$ cat src/rtl/stochastic_round_pkg.sv
// Shared types and constants for the stochastic rounding arbiter.
// Default float layout, width helper and Galois LFSR tap masks.
package stochastic_round_pkg;

  localparam int EXP_W  = 8;
  localparam int FRAC_W = 23;

  typedef struct packed {
    logic              sign;
    logic [EXP_W-1:0]  exp;
    logic [FRAC_W-1:0] frac;
  } floatT;

  // Right-shifting Galois masks for maximal-length polynomials
  localparam logic [15:0] TAPS16 = 16'hB400;
  localparam logic [31:0] TAPS32 = 32'h8020_0003;
  localparam logic [63:0] TAPS64 = 64'hD800_0000_0000_0000;

  function automatic int clog2(input int n);
    int w;
    w = 1;
    while ((1 << w) < n) w++;
    return w;
  endfunction

  function automatic logic [63:0] lfsrTaps(input int w);
    case (w)
      16:      return 64'(TAPS16);
      64:      return TAPS64;
      default: return 64'(TAPS32);
    endcase
  endfunction

endpackage

$ cat src/rtl/stochastic_round_arbiter_lfsr.sv
// Galois LFSR random source; steps once per advance.
// A zero seed is forced to 1 so the register never locks up.
module lfsr_random_source
  import stochastic_round_pkg::*;
#(
  parameter int          W    = 32,
  parameter logic [W-1:0] SEED = 'h1
) (
  input  logic         clock,
  input  logic         reset,
  input  logic         advance,
  input  logic         load,
  input  logic [W-1:0] seed,
  output logic [W-1:0] state
);

  localparam logic [63:0] TAPS_ALL = lfsrTaps(W);
  localparam logic [W-1:0] TAPS = TAPS_ALL[W-1:0];

  function automatic logic [W-1:0] nonZero(input logic [W-1:0] s);
    return (s == '0) ? W'(1) : s;
  endfunction

  logic [W-1:0] nextState;

  assign nextState = (state >> 1) ^ (state[0] ? TAPS : '0);

  always_ff @(posedge clock) begin
    if (reset) begin
      state <= nonZero(SEED);
    end else if (load) begin
      state <= nonZero(seed);
    end else if (advance) begin
      state <= nextState;
    end
  end

endmodule

$ cat src/rtl/stochastic_round_arbiter.sv
// Round-robin arbiter sharing one stochastic float rounder.
// Winner is rounded combinationally and registered on a valid/ready port.
module stochastic_round_arbiter
  import stochastic_round_pkg::*;
#(
  parameter int EXP        = 8,
  parameter int FRAC       = 23,
  parameter int ROUND_BITS = 8,
  parameter int NUM_REQ    = 4,
  parameter int LFSR_W     = 32,
  parameter logic [LFSR_W-1:0] LFSR_SEED = 'h1,
  localparam int DW  = 1 + EXP + FRAC,
  localparam int IDW = clog2(NUM_REQ)
) (
  input  logic                                clock,
  input  logic                                reset,
  input  logic [NUM_REQ-1:0]                  req_valid,
  output logic [NUM_REQ-1:0]                  req_ready,
  input  logic [NUM_REQ-1:0][DW-1:0]          req_data,
  input  logic [NUM_REQ-1:0][ROUND_BITS-1:0]  req_trailing,
  input  logic [NUM_REQ-1:0]                  req_sticky,
  input  logic [NUM_REQ-1:0]                  req_isnan,
  input  logic                                seed_load,
  input  logic [LFSR_W-1:0]                   seed_data,
  output logic                                out_valid,
  input  logic                                out_ready,
  output logic [DW-1:0]                       out_data,
  output logic [IDW-1:0]                      out_id
);

  typedef struct packed {
    logic            sign;
    logic [EXP-1:0]  exp;
    logic [FRAC-1:0] frac;
  } fpT;

  function automatic logic [IDW-1:0] wrapAdd(
    input logic [IDW-1:0] a,
    input int             b
  );
    int s;
    s = int'(a) + b;
    if (s >= NUM_REQ) s = s - NUM_REQ;
    return IDW'(s);
  endfunction

  logic [IDW-1:0]         ptr;
  logic [2*NUM_REQ-1:0]   dblReq;
  logic [NUM_REQ-1:0]     rotReq;
  logic                   anyReq;
  logic [IDW-1:0]         selIdx;
  logic                   slotFree;
  logic                   grant;
  logic [LFSR_W-1:0]      lfsrState;

  // Rotating by the pointer makes index 0 the highest priority
  assign dblReq = {req_valid, req_valid} >> ptr;
  assign rotReq = dblReq[NUM_REQ-1:0];

  always_comb begin
    anyReq = 1'b0;
    selIdx = '0;
    for (int k = 0; k < NUM_REQ; k++) begin
      if (!anyReq && rotReq[k]) begin
        anyReq = 1'b1;
        selIdx = wrapAdd(ptr, k);
      end
    end
  end

  assign slotFree = !out_valid || out_ready;
  assign grant    = anyReq && slotFree && !reset;

  always_comb begin
    req_ready = '0;
    if (grant) req_ready[selIdx] = 1'b1;
  end

  fpT                    inF;
  fpT                    resF;
  logic [ROUND_BITS-1:0] rnd;
  logic [ROUND_BITS-1:0] trail;
  logic                  roundUp;
  logic [EXP+FRAC-1:0]   sum;

  always_comb begin
    inF     = fpT'(req_data[selIdx]);
    trail   = req_trailing[selIdx];
    rnd     = lfsrState[ROUND_BITS-1:0];
    roundUp = rnd < trail;
    sum     = {inF.exp, inF.frac} + (EXP+FRAC)'(roundUp);
    resF.sign = inF.sign;
    resF.exp  = sum[EXP+FRAC-1:FRAC];
    if (req_isnan[selIdx]) begin
      resF.frac = inF.frac;
    end else if (&resF.exp) begin
      resF.frac = '0;
    end else begin
      resF.frac = sum[FRAC-1:0];
    end
  end

  // Sticky is carried by the sources but plays no part in rounding
  logic unusedBits;
  assign unusedBits = ^{req_sticky, lfsrState};

  lfsr_random_source #(
    .W    (LFSR_W),
    .SEED (LFSR_SEED)
  ) uLfsr (
    .clock   (clock),
    .reset   (reset),
    .advance (grant),
    .load    (seed_load),
    .seed    (seed_data),
    .state   (lfsrState)
  );

  always_ff @(posedge clock) begin
    if (reset) begin
      out_valid <= 1'b0;
      out_data  <= '0;
      out_id    <= '0;
      ptr       <= '0;
    end else begin
      if (grant) begin
        out_valid <= 1'b1;
        out_data  <= resF;
        out_id    <= selIdx;
        ptr       <= wrapAdd(selIdx, 1);
      end else if (out_ready) begin
        out_valid <= 1'b0;
      end
    end
  end

endmodule

$ cat config.mk
export PLATFORM = sky130hd
export DESIGN_NAME = stochastic_round_arbiter
export DESIGN_NICKNAME = d
export VERILOG_FILES = /design/src/rtl/stochastic_round_pkg.sv /design/src/rtl/stochastic_round_arbiter_lfsr.sv /design/src/rtl/stochastic_round_arbiter.sv
export SDC_FILE = /design/constraint.sdc
export NUM_CORES = 1
export LEC_CHECK = 0
export BUFFER_PORTS_ARGS = -buffer_cell sky130_fd_sc_hd__buf_2
export CAP_MARGIN = 20
export CORE_UTILIZATION = 43
export CTS_BUF_LIST = sky130_fd_sc_hd__clkbuf_16
export DETAILED_ROUTE_END_ITERATION = 7
export PLACE_DENSITY = 0.78
export SLEW_MARGIN = 40
export SYNTH_ARGS = -nofsm -noshare
export SYNTH_HDL_FRONTEND = slang
export SYNTH_SLANG_ARGS = --single-unit
$ cat constraint.sdc
create_clock -name clock -period 5.9 [get_ports clock]
set_input_delay 0.59 -clock clock [delete_from_list [all_inputs] [get_ports clock]]
set_output_delay 0.59 -clock clock [all_outputs]
set_load 0.02 [all_outputs]
# After elaboration in Yosys (flattened, before gate mapping)
# Cells that the tools add are included.
# word_totals
register_bits,69
# op_classes
n_reduce_logical,16
bitwise,1
n_addsub,10
shifts,1
mux,30
magnitude_cmp,8
# op_table
op,count
$mux W32,5
$bmux W32 S2,1
$mux W23,2
$logic_not A32 Y1,1
$xor A31 B32 Y32,1
$add A31 B1 Y31,1
$mux W2,9
$bmux W8 S2,1
$ge A3 B3 Y1 const B,4
$sub A2 B1 Y2 const B,5
$lt A8 B8 Y1,1
$mux W1,8
$mux W8,1
$reduce_and A8 Y1,1
$shr A8 B2 Y4,1
$add A2 B1 Y3 const B,2
$add A2 B2 Y3 const B,2
$logic_and A1 B1 Y1,6
$logic_not A1 Y1,5
$mux W4,1
$reduce_bool A2 Y1,2
$ge A2 B3 Y1 const B,1
$lt A2 B3 Y1 const B,1
$bmux W1 S2,1
other kinds (3),3

# Logic depth before layout (Yosys ltp)
# Gate-level depths: netlist (run 1).
# depth
word_depth,18
mapped_depth,30
ltp_nobuf,23

# Cells and area by module
# From an unflattened synthesis (run 1), not the netlist that was laid out.
# unflattened
cells_unflattened,734
hier_area_um2,5572.8
# modules_own_cells
module,area_per_inst_um2,seq_area_each_um2,cells_per_inst,instances
stochastic_round_arbiter,4010.1,740.7,546,1
lfsr_random_source,1562.7,640.6,188,1

# Least setup slack after synthesis (run 1)
# Ideal clock, no wire load.
# synth_timing
path_type,in2reg
from,input port req_valid[0]
to,register out_data[10]
arrival_ns,5.966
setup_slack_ns,-0.181
path_buffers,7
cell_stages,28
path_cell_list,nor2b_2 -> or4_4 -> buf_6 -> nand2_4 -> buf_8 -> buf_4 -> clkbuf_1 -> clkbuf_1 -> buf_1 -> nand2_1 -> nand3_1 -> nand2_1 -> ha_1 -> a21o_1 -> a21o_1 -> a211oi_1 -> o21bai_1 -> a21o_1 -> a21oi_1 -> ha_1 -> ha_1 -> nand3_1 -> or4_1 -> o31ai_1 -> a32oi_1 -> o41ai_2 -> buf_6 -> o21ai_2
# synth_between
elab_chain_len,18
word_cells_on_any_way,28
# synth_lines
element,line,source
from (decl),stochastic_round_arbiter.sv:17,"input logic [NUM_REQ-1:0] req_valid,"
$shr A8 B2 Y4 *,stochastic_round_arbiter.sv:57,"assign dblReq = {req_valid, req_valid} >> ptr;"
$mux W1,stochastic_round_arbiter.sv:64,if (!anyReq && rotReq[k]) begin
$logic_not A1 Y1,stochastic_round_arbiter.sv:64,
$logic_and A1 B1 Y1,stochastic_round_arbiter.sv:64,
$mux W1,stochastic_round_arbiter.sv:64,
$logic_not A1 Y1,stochastic_round_arbiter.sv:64,
$logic_and A1 B1 Y1,stochastic_round_arbiter.sv:64,
$mux W1,stochastic_round_arbiter.sv:64,
(+3 left out),-,
via selIdx[0],stochastic_round_arbiter.sv:51,logic [IDW-1:0] selIdx;
$bmux W8 S2,stochastic_round_arbiter.sv:88,trail = req_trailing[selIdx];
$mux W8 (implied by the code),stochastic_round_arbiter.sv:88,
$lt A8 B8 Y1,stochastic_round_arbiter.sv:90,roundUp = rnd < trail;
$add A31 B1 Y31,stochastic_round_arbiter.sv:91,"sum = {inF.exp, inF.frac} + (EXP+FRAC)'(roundUp);"
$reduce_and A8 Y1,stochastic_round_arbiter.sv:96,end else if (&resF.exp) begin
$mux W23,stochastic_round_arbiter.sv:96,
$mux W23 *,stochastic_round_arbiter.sv:94,if (req_isnan[selIdx]) begin
to (signal assigned),stochastic_round_arbiter.sv:128,out_data <= resF;
to (decl),stochastic_round_arbiter.sv:27,"output logic [DW-1:0] out_data,"
# The timed path passes the listed nets; every way through them passes the cells marked *. The select of a mux whose other input is x is not followed.
# A chain may end at the register's enable or synchronous reset.

# Worst setup path in the final report (run 1)
# layout_timing
from,input port req_valid[0]
to,register out_data[9]
# layout_between
elab_chain_len,18
word_cells_on_any_way,28
# layout_lines
element,line
$shr A8 B2 Y4 *,stochastic_round_arbiter.sv:57
$mux W1,stochastic_round_arbiter.sv:64
$logic_not A1 Y1,stochastic_round_arbiter.sv:64
$logic_and A1 B1 Y1,stochastic_round_arbiter.sv:64
$mux W1,stochastic_round_arbiter.sv:64
$logic_not A1 Y1,stochastic_round_arbiter.sv:64
$logic_and A1 B1 Y1,stochastic_round_arbiter.sv:64
$mux W1,stochastic_round_arbiter.sv:64
(+2 left out),-
$mux W2,stochastic_round_arbiter.sv:64
$bmux W8 S2,stochastic_round_arbiter.sv:88
$mux W8 (implied by the code),stochastic_round_arbiter.sv:88
$lt A8 B8 Y1,stochastic_round_arbiter.sv:90
$add A31 B1 Y31,stochastic_round_arbiter.sv:91
$reduce_and A8 Y1,stochastic_round_arbiter.sv:96
$mux W23,stochastic_round_arbiter.sv:96
$mux W23,stochastic_round_arbiter.sv:94
# Mark *: on every way between the ends. The rest lies on a longest branch, timed or not. The select of a mux whose other input is x is not followed.

==> results.txt, run 1 <==
The critical path goes through buf_2 > nor2b_2 > or4_4 > nand2_8 > inv_2 > nand2_1 > nand3_1 > nand2_1 > ha_1 > a21o_1 > a21o_1 > a211oi_1 > o21bai_1 > a21o_1 > a21oi_1 > ha_1 > ha_1 > nand3_1 > or4_1 > o31ai_1 > a32oi_1 > o41ai_4 > buf_12 > o21ai_0. The latest clock arrival within the worst-skew pair was 0.33 ns; the share of synthesized area occupied by flip-flops and latches was 0.268. The number of synthesized flops with an enable pin is 0. STA classifies the critical path startpoint as a primary input. The fraction of final layout cells with drive strength greater than 1 was 0.330; the fraction of registers with async set/reset was 0. The hold violation count in the final report is 0.

The classification of the worst-slack hold path was flip-flop to flip-flop. The first-pass GRT wire length was 25.6 mm; the number of setup buffers added after CTS was 0. Setup repair after global routing left no endpoint under its margin. Fill cells in the final layout number 1,163. Area taken by flip-flops and latches: 0.00138 sq mm. The maximum level of the CTS H-tree was 3. The run gives 5,335 as the number of global-route vias before repair. For this run, design rule violations remaining after detail routing come to 34. Clock skew on the completed layout was measured at 0.00702 ns.

For the required time of the worst setup path, the log shows 6.10 ns. The register bit total from synthesis is 69. The XOR/XNOR share of the synthesized area was 0.0545; the non-filler instance count after layout was 1,098. The relative area change from synthesis to final layout came out at 30.4%.

The tightest hold path in the finished design has a slack of 0.447 ns. For this run, the number of Yosys warnings is 0. The number of max-slew violations in the final report is 0. The transition at the pin with the smallest max-transition slack was 0.714 ns; the maximum vdd ir drop was 0.000146 V.

The part of the cycle the worst path needs was 0.920. For the post-cts hold buffer count, the log shows 0. The detailed-router iteration count before antenna repair is 7.

The leakage component of the power is 3.20 nW. Synthesis handed over a netlist of 737 instances. Ranked by total cell area, the synthesized netlist is headed by sky130_fd_sc_hd__dfxtp_1, sky130_fd_sc_hd__nand2_1, sky130_fd_sc_hd__a21oi_1, sky130_fd_sc_hd__nand3_1, sky130_fd_sc_hd__nor2_1.

The power per cell area came out at 306 mW/mm^2. Post-CTS repair changed the size of 0 cells. After synthesis, the largest family of logic cells by area is simple AND/OR/NAND/NOR gates. Summed over all instances, the cell type with the most area after synthesis is sky130_fd_sc_hd__dfxtp_1.

For the effective utilization at floorplan, the log shows 0.447. Summed over all failing endpoints, the final setup total negative slack is 0 ns. The initial antenna violation count was 0; the fraction of the mapped netlist area in simple logic gates was 0.305. The relative max-transition margin was 0.519. Sorting the synthesized cells by how often they occur yields sky130_fd_sc_hd__nand2_1, sky130_fd_sc_hd__a21oi_1, sky130_fd_sc_hd__dfxtp_1.

Average instance area after synthesis: 6.98 sq um. The largest single stage delay on the critical path is 0.62 ns. Among all flip-flop cells after synthesis, the most frequent one is sky130_fd_sc_hd__dfxtp_1. The vertical extent of the die is 111 um, and the site row count is 39.

The run gives 0.254 as the overall global routing resource usage. The tree is rooted in a sky130_fd_sc_hd__clkbuf_16. The remaining number of nets flagged by the antenna check after routing was 0. The fraction of the mapped netlist area in adder cells works out to 0.0316. The number of nets handed over by synthesis was 958. The run finished, with violations left. The number of inserted diodes was 0; the net count of the finished layout was 1,171.

The final routed wire length divided by cell count is 14.4 um, and the shortest period the worst path allows is 5.43 ns. Buffers inserted during clock tree synthesis total 9. The highest achievable clock rate was 184 MHz. The core region is 0.0115 sq mm.

For this run the aggregate overflow at the end of global routing stands at 0. After detailed routing, the number of vias per cell comes to 5.37. The checks that failed: design-rule violations. Largest buffer count on any clock path: 2.

TritonCTS built the clock tree. The congestion estimate from routability-driven global placement came to 0.863. The number of setup violations in the final report is 0. The cell with the biggest individual delay on the critical path was sky130_fd_sc_hd__or4_4.

The largest fanout on the critical path was 23; the total number of vias was 5,895. The logs give 0.0124 sq mm for the area enclosed by the die boundary and 5.63 ns for the data arrival time of the worst path. Once placement completed, the tool counted placed cells totaling 1,082. STA classifies the critical path endpoint as a flip-flop. The die boundary width is 111 um. After clock tree synthesis, the clock-pin slew on the worst setup and hold paths is 0.06 ns. The unique cell type count in the Yosys netlist came out at 60. During placement, the flow inserted port buffers numbering 242. 247 I/O pins were placed. The placed wire-length estimate is 12.4 mm. The overall routed net length is 15.8 mm.

The multiplexer share of the synthesized area is 0.0506. After synthesis the cells add up to 0.00514 sq mm. The multi-input combinational cells in the finished layout cover a total of 0.00352 sq mm.

Compound-cell area share of the yosys netlist: 0.235. Max-cap violations in this run came to 0. The area fraction of the dominant cell type after synthesis was 0.268; the DRC violation total after the first TritonRoute iteration was 380.

Clock tree synthesis found a total of 69 sinks. The type of the setup path with the least slack is primary input to flip-flop. Entering global routing, the biggest net connects 65 pins. Most used standard cell by instance count after synthesis: sky130_fd_sc_hd__nand2_1.
## critical path: cells and delay by family
| kind | cells | cell delay (ns) |
|---|---|---|
| AND/OR/NAND/NOR | 8 | 2.02 |
| AO/OA/AOI/OAI | 10 | 1.81 |
| adder cells (fa/ha/maj) | 3 | 0.70 |
| buffers and inverters | 3 | 0.49 |
## layer usage
metal  track usage  part of all wire
met5             0                 0
met1         0.302              0.41
met2         0.465              0.50
met4        0.0739             0.019
met3        0.0446             0.065
## cell families (layout without fill, tap and decap cells)
group	Yosys count	in the layout
multiplexers	25	25
XOR/XNOR	32	32
AND/OR/NAND/NOR	347	347
AO/OA/AOI/OAI	190	190
buffers and inverters	61	279
flip-flops	69	69
adder cells (fa/ha/maj)	13	13
## report_power, final
part	internal (mW)	total (mW)	switching, mW
Sequential	0.538	0.578	0.0400
Clock	0.286	0.495	0.209
Combinational	0.380	0.982	0.602
Total	1.20	2.06	0.851
## registers in the layout, indices dropped and copies added, names as in the netlist
name and count:
out_data 32, out_id 2, out_valid 1, ptr 2
uLfsr.state 32
## final cells by class
type | instances | area share
repair buffers | 254 | 0.196
flip-flops and latches | 69 | 0.206
clock inverters | 7 | 0.00764
clock buffers | 9 | 0.0336
well taps | 143 | 0.0267
multi-input cells | 607 | 0.525
inverters | 9 | 0.00503
## stage by stage
step / setup slack, ns / total power, mW / util / area [sq um]
finish: 0.470 / 2.06 / 0.583 / 6710
global route: 0.0942 / 2.21 / 0.583 / 6710
CTS: 0.389 / 2.07 / 0.582 / 6700
detailed placement: 0.0537 / 1.57 / 0.558 / 6420
global placement: 0.226 / 1.55 / 0.557 / 6420
floorplan: 0.0158 / 1.28 / - / 5150
## final timing paths
check,slack (ns),cells past startpoint,endpoint,from
worst max-delay path,0.47,24,out_data[9],req_valid[0]
worst min-delay path,0.45,2,out_data[18],out_data[18]
worst max register to register,0.50,23,out_data[9],ptr[0]
worst min register to register,0.45,2,out_data[18],out_data[18]
## placed cells by master (no fill, tap or decap), types with 3 or more instances in the layout
cell type / count
sky130_fd_sc_hd__a21o_1: 4
sky130_fd_sc_hd__nand2_1: 189
sky130_fd_sc_hd__nor3_1: 6
sky130_fd_sc_hd__nor2_1: 51
sky130_fd_sc_hd__xnor2_1: 17
sky130_fd_sc_hd__mux2i_1: 17
sky130_fd_sc_hd__mux2_2: 8
sky130_fd_sc_hd__a22o_1: 19
sky130_fd_sc_hd__buf_2: 241
sky130_fd_sc_hd__a31oi_1: 4
sky130_fd_sc_hd__inv_1: 7
sky130_fd_sc_hd__and3_1: 7
sky130_fd_sc_hd__nand3_1: 42
sky130_fd_sc_hd__or3_1: 4
sky130_fd_sc_hd__dfxtp_1: 69
sky130_fd_sc_hd__nand4b_1: 3
sky130_fd_sc_hd__ha_1: 13
sky130_fd_sc_hd__clkbuf_16: 9
sky130_fd_sc_hd__o21ai_0: 18
sky130_fd_sc_hd__or4_1: 3
sky130_fd_sc_hd__nor4_1: 15
sky130_fd_sc_hd__a21oi_1: 105
sky130_fd_sc_hd__o21ai_2: 20
sky130_fd_sc_hd__nor2b_1: 4
sky130_fd_sc_hd__and2_1: 5
sky130_fd_sc_hd__buf_4: 12
sky130_fd_sc_hd__a211oi_1: 3
sky130_fd_sc_hd__nand4_1: 4
sky130_fd_sc_hd__xor2_1: 15
Power figures use the tool's default switching activity.
==> run 2: changes to the inputs <==
--- a/config.mk
+++ b/config.mk
@@ -7,11 +7,13 @@
 export LEC_CHECK = 0
 export BUFFER_PORTS_ARGS = -buffer_cell sky130_fd_sc_hd__buf_2
 export CAP_MARGIN = 20
-export CORE_UTILIZATION = 43
+export CORE_UTILIZATION = 44
 export CTS_BUF_LIST = sky130_fd_sc_hd__clkbuf_16
 export DETAILED_ROUTE_END_ITERATION = 7
 export PLACE_DENSITY = 0.78
+export REMOVE_ABC_BUFFERS = 1
 export SLEW_MARGIN = 40
 export SYNTH_ARGS = -nofsm -noshare
 export SYNTH_HDL_FRONTEND = slang
+export SYNTH_HIERARCHICAL = 1
 export SYNTH_SLANG_ARGS = --single-unit
==> constraint.sdc (replaced) <==
create_clock -name clock -period 4.9 [get_ports clock]
set_input_delay 0.49 -clock clock [delete_from_list [all_inputs] [get_ports clock]]
set_output_delay 0.49 -clock clock [all_outputs]
set_load 0.02 [all_outputs]
==> results.txt, run 2 <==
For the finished layout, the period the worst path requires is 4.91 ns. The logs give 0.458 (was 0.447) for the effective utilization at floorplan and 0.274 (was 0.254) for the overall global routing resource usage. Latest clock arrival within the worst-skew pair: 0.33 ns (about the same). The highest achievable clock rate was 204 MHz; the setup slack at placement was -0.550 ns (was 0.0537 ns). The number of synthesized flops with an enable pin came out at 0 (unchanged). Leading cell types by count after synthesis: sky130_fd_sc_hd__nand2_1, sky130_fd_sc_hd__nor2_1, sky130_fd_sc_hd__dfxtp_1 (was sky130_fd_sc_hd__nand2_1, sky130_fd_sc_hd__a21oi_1, sky130_fd_sc_hd__dfxtp_1). The run gives 0.0122 sq mm (was 0.0115 sq mm) as the total core area.

The area enclosed by the die boundary came out at 0.0131 sq mm (was 0.0124 sq mm). The flow ran to the end, but the final reports show violations. The die boundary width was 115 um (was 111 um); the final routed wire length divided by cell count was 15.9 um (was 14.4 um).

The register bit total from synthesis is 69 (unchanged). The vertical extent of the die was 115 um (was 111 um); the number of setup violations in the final report was 1 (was 0). The tools report the placed wire-length estimate as 13.5 mm (was 12.4 mm).

The part of the cycle the worst path needs came out at 1.00. Commonest non-fill, non-tap cells in the layout: sky130_fd_sc_hd__buf_2, sky130_fd_sc_hd__nand2_1, sky130_fd_sc_hd__nor2_1, sky130_fd_sc_hd__dfxtp_1, sky130_fd_sc_hd__nand3_1 (was sky130_fd_sc_hd__buf_2, sky130_fd_sc_hd__nand2_1, sky130_fd_sc_hd__a21oi_1, sky130_fd_sc_hd__dfxtp_1, sky130_fd_sc_hd__nor2_1). The count of yosys warnings during synthesis was 6 (was 0). The leakage component of the power came out at 3.59 nW (was 3.20 nW). The routed via count divided by cell count is 5.49 (was 5.37).

The run gives 0 (unchanged) as the hold violation count in the final report. Relative area change from synthesis to final layout: 33.9% (was 30.4%). For the setup skew after layout, the log shows 0.00724 ns (was 0.00702 ns). The DRC violation total after the first TritonRoute iteration was 486 (was 380).

The max-capacitance violation count was 0 (unchanged). The post-CTS clock slew at the launch and capture registers of the worst setup and hold paths works out to 0.06 ns (about the same). For the total CTS buffers, the log shows 9 (unchanged).

Top cells by area, synth: sky130_fd_sc_hd__dfxtp_1, sky130_fd_sc_hd__nand2_1, sky130_fd_sc_hd__mux2i_1, sky130_fd_sc_hd__nand3_1, sky130_fd_sc_hd__nor2_1 (was sky130_fd_sc_hd__dfxtp_1, sky130_fd_sc_hd__nand2_1, sky130_fd_sc_hd__a21oi_1, sky130_fd_sc_hd__nand3_1, sky130_fd_sc_hd__nor2_1). The final routed DRC violation total is 0 (was 34). The remaining number of nets flagged by the antenna check after routing is 0 (unchanged), and the number of inserted diodes is 0 (unchanged). The category of the worst setup path capture point was a flip-flop (unchanged).

The dominant synthesized flop cell is sky130_fd_sc_hd__dfxtp_1 (unchanged). For the maximum level of the CTS H-tree, the log shows 3 (unchanged). The worst-case hold slack is 0.400 ns (was 0.447 ns), and the fraction of final layout cells with drive strength greater than 1 is 0.384 (was 0.330). The fraction of registers with async set/reset is 0 (unchanged).

For the final RePlAce weighted congestion, the log shows 0.903 (was 0.863). The net count of the finished layout was 1,202 (was 1,171); the area fraction of the dominant cell type after synthesis was 0.248 (was 0.268). Power per cell area: 340 mW/mm^2 (was 306 mW/mm^2). The detailed-router iteration count before antenna repair is 5 (was 7). The relative max-transition margin was 0.464 (was 0.519); the number of global-route vias before repair was 5,686 (was 5,335). The overall routed net length was 18.3 mm (was 15.8 mm); the number of max-slew violations in the final report was 0 (unchanged). Failing checks: negative setup slack (was design-rule violations). Most common library cell in the layout ignoring fill and taps: sky130_fd_sc_hd__buf_2 (unchanged).

The setup slack of the critical path after layout was -0.00560 ns (was 0.470 ns). The site row count is 40 (was 39), and the accumulated negative setup slack is -0.00560 ns (was 0 ns). The data arrival time of the worst path is 5.10 ns (was 5.63 ns), and the share of synthesized area occupied by flip-flops and latches is 0.248 (was 0.268). The classification of the worst-slack hold path was primary input to flip-flop (was flip-flop to flip-flop). The largest fanout on the critical path was 6 (was 23). Largest registers: out_data x32, uLfsr/state x32 (was out_data x32, uLfsr.state x32). The unique cell type count in the Yosys netlist is 66 (was 60). The tools report the number of clock sinks as 69 (unchanged). TritonCTS built the clock tree.

Cell taking the most area after synthesis: sky130_fd_sc_hd__dfxtp_1 (unchanged). The leftover overflow at the end of global routing was 0 (unchanged); the transition at the pin with the smallest max-transition slack was 0.781 ns (was 0.714 ns). The run gives 0.000171 V (was 0.000146 V) as the maximum vdd ir drop.

The run gives 0 (unchanged) as the initial antenna violation count. Library cell used as clock root buffer: sky130_fd_sc_hd__clkbuf_16 (unchanged). The average instance area after synthesis is 7.59 sq um (was 6.98 sq um). The logs give 6,331 (was 5,895) for the total number of vias and 734 (was 737) for the cell count after synthesis.

The type of the setup path with the least slack was flip-flop to flip-flop (was primary input to flip-flop). The cell depth of the worst hold path is 3 (was 2), and the largest buffer count on any clock path is 2 (unchanged). The depth of the worst register-to-register path works out to 25 (was 23). The count of input and output buffers came out at 242 (unchanged).

The most used standard cell by instance count after synthesis was sky130_fd_sc_hd__nand2_1 (unchanged). The tools report the required time of the worst setup path as 5.09 ns (was 6.10 ns). The tools report the first-pass GRT wire length as 28.3 mm (was 25.6 mm). The I/O pin count is 247 (unchanged). The startpoint type of the worst setup path was a flip-flop (was a primary input). The run gives 65 (unchanged) as the pin count of the biggest net entering global routing. Setup repair after global routing could not meet its margin everywhere. Cell area after synthesis: 0.00557 sq mm (was 0.00514 sq mm).
==> run 2: timing repair <==
item                       4_1_cts  5_1_grt
gates resized for setup          4       22
cloned                           2        1
setup buffers                    2        6
setup endpoints to repair       21       21
pin swaps                        4       15
hold buffers                     0        0
==> run 2: area by class of cell <==
cell class	instances	area (sq um)
Sequential cell	69	1390
Tap cell	168	210
Clock buffer	9	225
Timing Repair Buffer	293	1670
Fill cell	1122	4700
Multi-Input combinational cell	598	3890
Inverter	10	42.5
Clock inverter	7	42.5
==> run 2: stage by stage <==
stage          power [mW]  cell area (sq um)  utilization  std cells
6_report             2.54               7460        0.614       1154
5_1_grt              2.70               7460        0.614       1154
4_1_cts              2.49               7320        0.602       1149
3_5_place_dp         1.88               6980        0.574       1129
3_3_place_gp         1.87               6970        0.573       1129
2_1_floorplan        1.45               5210            -        677
==> run 2: report_power, final <==
part / switching, mW / internal (mW)
logic: 0.743 / 0.510
clock network: 0.252 / 0.339
registers: 0.0461 / 0.645
total: 1.04 / 1.49
==> run 2: cell families after synthesis <==
logic type | count (synthesis) | share of synthesized area
muxes | 43 | 0.0802
buffers and inverters | 67 | 0.0718
adders and majority gates | 13 | 0.0292
xor gates and xnor gates | 31 | 0.0487
AOI/OAI and AO/OA | 162 | 0.221
DFF | 69 | 0.248
and+or+nand+nor | 349 | 0.302
==> run 2: layer usage <==
| metal | up-vias | wire [um] | global-route usage | part of all wire |
|---|---|---|---|---|
| li1 | 3129 | - | - | - |
| met1 | 2884 | 7970 | 0.364 | 0.43 |
| met2 | 282 | 8600 | 0.448 | 0.47 |
| met3 | 36 | 1300 | 0.0344 | 0.071 |
| met4 | 0 | 478 | 0.113 | 0.026 |
| met5 | - | 0 | 0 | 0 |
==> run 2: final timing paths <==
check	start	to	slack [ns]
max	ptr[1]	out_data[19]	-0.006
min	seed_data[19]	uLfsr/state[19]	0.40
max reg2reg	ptr[1]	out_data[19]	-0.006
min reg2reg	out_id[0]	out_id[0]	0.45
==> run 2: worst max-delay path, stage by stage, from the launching register on <==
cell,delay (ns)
sky130_fd_sc_hd__dfxtp_4,0.36
sky130_fd_sc_hd__and2_4,0.16
sky130_fd_sc_hd__o211ai_4,0.20
sky130_fd_sc_hd__nand2_4,0.11
sky130_fd_sc_hd__inv_4,0.09
sky130_fd_sc_hd__nand2_2,0.06
sky130_fd_sc_hd__nand3_2,0.06
sky130_fd_sc_hd__nand2_1,0.05
sky130_fd_sc_hd__ha_1,0.26
sky130_fd_sc_hd__a21o_1,0.15
sky130_fd_sc_hd__a21o_1,0.16
sky130_fd_sc_hd__a21o_1,0.16
sky130_fd_sc_hd__a211oi_2,0.17
sky130_fd_sc_hd__o21bai_1,0.10
sky130_fd_sc_hd__a21oi_2,0.17
sky130_fd_sc_hd__ha_2,0.22
sky130_fd_sc_hd__ha_4,0.15
sky130_fd_sc_hd__inv_4,0.04
sky130_fd_sc_hd__nor3_4,0.21
sky130_fd_sc_hd__nand4_2,0.14
sky130_fd_sc_hd__or4_4,0.44
sky130_fd_sc_hd__a2111o_1,0.48
sky130_fd_sc_hd__a2111oi_4,0.37
sky130_fd_sc_hd__buf_4,0.22
sky130_fd_sc_hd__clkbuf_16,0.15
sky130_fd_sc_hd__o31ai_2,0.07
